[src/rtl/rr_arbiter_8.sv]
// 8-requester arbiter with round-robin or fixed-priority selection,
// grant hold while the owner keeps requesting, and optional preemption after MAX_HOLD cycles.
module rr_arbiter_8 #(
    parameter int unsigned MAX_HOLD = 8,
    parameter int unsigned HOLD_W   = 4
) (
    input  logic       clk,
    input  logic       rst_n,
    input  logic [7:0] req,
    input  logic       fixed_pri,
    output logic [7:0] gnt,
    output logic [2:0] gnt_id,
    output logic       gnt_valid
);

    typedef enum logic {IDLE, GRANT} state_t;

    // Saturation point of the hold counter; equals MAX_HOLD when preemption is enabled
    localparam logic [HOLD_W-1:0] HOLD_SAT =
        (MAX_HOLD != 0) ? HOLD_W'(MAX_HOLD) : {HOLD_W{1'b1}};

    state_t            state;
    logic [2:0]        ptr;
    logic [HOLD_W-1:0] hold_cnt;

    logic [7:0] others;
    logic [7:0] cand;
    logic       owner_req;
    logic       hold_full;
    logic       take_new;
    logic       go_idle;
    logic [2:0] win_id;
    logic [2:0] idx;

    always_comb begin
        others    = req & ~(8'd1 << gnt_id);
        owner_req = req[gnt_id];
        hold_full = (MAX_HOLD != 0) && (hold_cnt == HOLD_SAT);
        cand      = (state == IDLE) ? req : others;
        if (state == IDLE) begin
            take_new = |req;
            go_idle  = 1'b0;
        end else begin
            take_new = (|others) && (!owner_req || hold_full);
            go_idle  = !owner_req && !(|others);
        end
    end

    // Loops run so the winning candidate is the last one assigned
    always_comb begin
        win_id = '0;
        idx    = '0;
        if (fixed_pri) begin
            for (int unsigned i = 0; i < 8; i++) begin
                if (cand[i]) win_id = 3'(i);
            end
        end else begin
            for (int unsigned k = 8; k > 0; k--) begin
                idx = ptr + 3'(k - 1);
                if (cand[idx]) win_id = idx;
            end
        end
    end

    always_ff @(posedge clk or negedge rst_n) begin
        if (!rst_n) begin
            state     <= IDLE;
            gnt       <= '0;
            gnt_id    <= '0;
            gnt_valid <= 1'b0;
            ptr       <= '0;
            hold_cnt  <= '0;
        end else if (take_new) begin
            state     <= GRANT;
            gnt       <= 8'd1 << win_id;
            gnt_id    <= win_id;
            gnt_valid <= 1'b1;
            ptr       <= win_id + 3'd1;
            hold_cnt  <= HOLD_W'(1);
        end else if (go_idle) begin
            state     <= IDLE;
            gnt       <= '0;
            gnt_id    <= '0;
            gnt_valid <= 1'b0;
            hold_cnt  <= '0;
        end else if (state == GRANT && hold_cnt != HOLD_SAT) begin
            hold_cnt  <= hold_cnt + HOLD_W'(1);
        end
    end

endmodule

[config.mk]
export PLATFORM = sky130hd
export DESIGN_NAME = rr_arbiter_8
export DESIGN_NICKNAME = d
export VERILOG_FILES = /design/src/rtl/rr_arbiter_8.sv
export SDC_FILE = /design/constraint.sdc
export NUM_CORES = 1
export LEC_CHECK = 0
export BUFFER_PORTS_ARGS = -buffer_cell sky130_fd_sc_hd__buf_2
export CELL_PAD_IN_SITES_DETAIL_PLACEMENT = 0
export CELL_PAD_IN_SITES_GLOBAL_PLACEMENT = 1
export CORE_AREA = 2 2 75 77
export DETAILED_ROUTE_END_ITERATION = 7
export DIE_AREA = 0 0 77 79
export PLACE_DENSITY = 0.88
export RECOVER_POWER = 100
export SETUP_SLACK_MARGIN = 0.3
export SYNTH_ARGS = -nofsm -noshare
export SYNTH_HDL_FRONTEND = slang
export SYNTH_SLANG_ARGS = --single-unit
[constraint.sdc]
create_clock -name clk -period 4.3 [get_ports clk]
set_input_delay 0.43 -clock clk [delete_from_list [all_inputs] [get_ports clk]]
set_output_delay 0.43 -clock clk [all_outputs]
set_load 0.05 [all_outputs]
==> results.md <==
* Final Wtd Congestion at slightly below 1
* Setup TNS at 0 ns
* DRC Markers at 0
* FMAX at ~0.27 GHz
* # fillers at a little under 600
* Top Family by Delay on Critical Path: compound AO/OA/AOI/OAI gates
* Top post-synthesis cells by area: dfrtp_1 (21%), nand2_1 (5.9%), ha_1 (5.0%), nor3_1 (4.5%), mux4_2 (4.0%)
* Synthesized area at approximately 2200 um2
* Core area at between 5000 and 6000 um2
* Ant diodes at 0
* Tightest Hold Check Type: input pin to asynchronous set/reset pin
* Maxcap violations at 0
* CTS max path bufs at 2
* First-pass GRT wire length at between 10,000 and 15,000 um
* I/O pins at 23
* Final Max Slew Viols at 0
* Worst Setup Start Kind: flop
* Total CTS buffers at 3
* Hold buffers post-CTS at 0
* Nets@finish at ~320
* Final Cycle Share at slightly below 90%
* Ys flop type: dfrtp_1
* Initial DRC count at between 200 and 300
* Ys Warns at 0
* Setup bufs post-CTS at 0
* Clock Tree Root: clkbuf_8
* Final setup violation count at 0
* Clk_skew at 0.007466 ns
* Post-synthesis register bit count at 19
* R2R cell count at 12
* CP most frequent cell: o21ai_0
* Sequential fraction of the synthesis area at 21.26%
* Die area at between 6000 and 7000 um2
* WS Path Type: flop to flop
* Routed wire length at about 6400 um
* IO Port Bufs at 22
* Area Growth Syn to Fin at 7.611%
* Unique masters post-synth at approximately 60
* Crit path buffers/inverters at 0
* Die height at approximately 79 um
* Post-synth top area share at between 20% and 30%
* CTS Sinks at 19
* Post-DP HPWL at around 4800 um
* Clk_lat worst skew at 0.25 ns
* CTS resizes at 0
* RSZ-0062 raised after global routing: no
* CP cell instances: and4b_1 -> o311ai_0 -> o22ai_1 -> nor3_1 -> nand3_1 -> o21ai_0 -> o21ai_0 -> a31o_1 -> ha_1 -> ha_1 -> nand2_1 -> o21ai_0
* Syn nets at slightly above 300
* Worst path depth at 12
* Worst-margin pin slew at about 1.0 ns
* Drt first pass iters at 5
* Multi-input gate area in the final layout at 1602 um2
* Max H-tree Level at 1
* Commonest cells in the netlist: nand2_1 (35), nor3_1 (20), dfrtp_1 (19), inv_1 (19), nor2_1 (17)
* Status: finished, final reports clean
* Top-count cell post-synth: nand2_1
* Tmin final at around 3.7 ns
* Arr. time, crit path at between 3 and 4 ns
* Cell row count at 27
* GRT Util Overall at a little over a fifth
* Gr ovfl total at 0
* Via Count at ~2,300
* Avg Synthesized Cell Area at roughly 7.9 um2
* Max stage delay cell, worst path: dfrtp_1
* Largest net degree at the start of global routing at 29
* Mapped Cells at approximately 280
* EDFF count, synth at 0
* Vias in the first global route at approximately 2,200
* Vias per cell at about 6.3
* Leading area contributor after synthesis: dfrtp_1
* Async S/R FF share, synth at 100.0%
* Initial antenna violation count at 0
* DIE WIDTH at 77 um
* Crit end category: flop
* CP max stage delay at 0.77 ns
* Relative slew slack at 33.16%
* Starting Density at 41.89%
* Antenna Violating Nets Remaining at 0
* Crit path max fanout at 19
* Reg area at 475.5 um2
* Layout cells sized above 1 at a little under a tenth
* Wire length per cell at roughly 17 um
* Hold Violations, Final at 0
* Worst-path clk slew at approximately 0.070 ns
* Req. time, crit path at about 4.4 ns
* CTS tree: done
==> stage by stage <==
| step | area (um2) | instances | hold WS [ns] | worst slack, ns | utilization [%] |
|---|---|---|---|---|---|
| detailed placement | 2382 | 363 | 0.3874 | 0.6131 | 44.63 |
| floorplan | 2236 | 284 | 0.1344 | 0.7888 | - |
| global route | 2406 | 367 | 0.4266 | 0.2249 | 45.08 |
| global placement | 2382 | 363 | 0.3845 | 0.6127 | 44.63 |
| CTS | 2427 | 367 | 0.1143 | 0.6057 | 45.48 |
| finish | 2406 | 367 | 0.3181 | 0.5673 | 45.08 |
==> final timing paths <==
path / from / end / slack [ns]
min: rst_n / gnt[1] / 0.32
min in group clk: gnt[7] / gnt[7] / 0.50
max: gnt_id[1] / ptr[2] / 0.57
max in group asynchronous: rst_n / ptr[0] / 3.37
max reg2reg: gnt_id[1] / ptr[2] / 0.57
min reg2reg: gnt[7] / gnt[7] / 0.50
==> layout by cell type, fill, tap and decap left out, types with 2 or more instances in the layout <==
master	instances
nand2b_1	11
mux4_2	4
nand2_1	35
a21oi_1	6
o32ai_1	8
o221ai_1	4
a22o_1	8
a221oi_1	2
mux2i_1	8
nand3_1	7
nor2_1	17
clkbuf_8	3
mux2_2	2
ha_1	9
nor4_1	2
o211ai_1	3
a31oi_1	5
nor3_1	20
a31o_1	2
a21o_1	2
xnor2_1	4
nand4_1	3
inv_1	20
dfrtp_1	19
and4b_1	3
and4bb_2	2
buf_4	3
buf_2	8
o21ai_1	4
or3_1	4
o21ai_0	14
o22ai_1	6
a2111o_1	3
xor2_1	3
clkbuf_1	16
==> worst reg2reg max path: stages, from the launching register on <==
cell	delay (ns)
dfrtp_1	0.77
and4b_1	0.37
o311ai_0	0.49
o22ai_1	0.15
nor3_1	0.55
nand3_1	0.13
o21ai_0	0.10
o21ai_0	0.14
a31o_1	0.29
ha_1	0.22
ha_1	0.27
nand2_1	0.05
o21ai_0	0.08
==> logic make-up after synthesis <==
group,synth area share [%]
AO/OA/AOI/OAI,28.88
AND/OR/NAND/NOR,26.36
buffers and inverters,7.107
flip-flops,21.26
multiplexers,8.618
adder cells (fa/ha/maj),5.036
XOR/XNOR,2.742
==> registers in the layout (all words and copies together) (netlist names) <==
name      cells
state         1
gnt_id        3
ptr           3
gnt           8
hold_cnt      4
==> per-layer routing <==
metal | part of all wire (%) | vias up | GRT usage, %
met5 | 0 | - | 0
met4 | 2.5 | 0 | 7.321
met1 | 45 | 1113 | 29.73
met3 | 7.2 | 19 | 4.659
li1 | - | 1096 | -
met2 | 46 | 101 | 33.86
==> area by class of cell <==
cell class | count | share of cell area (%)
multi-input combinational | 226 | 66.56
sequential | 19 | 19.76
timing repair buffer | 26 | 4.940
tap | 72 | 3.744
inverter | 20 | 3.120
clock buffer | 4 | 1.872
Power is left out: the tool's default activity adds up to more than one toggle a clock period on the data nets, which glitch-free logic cannot reach.
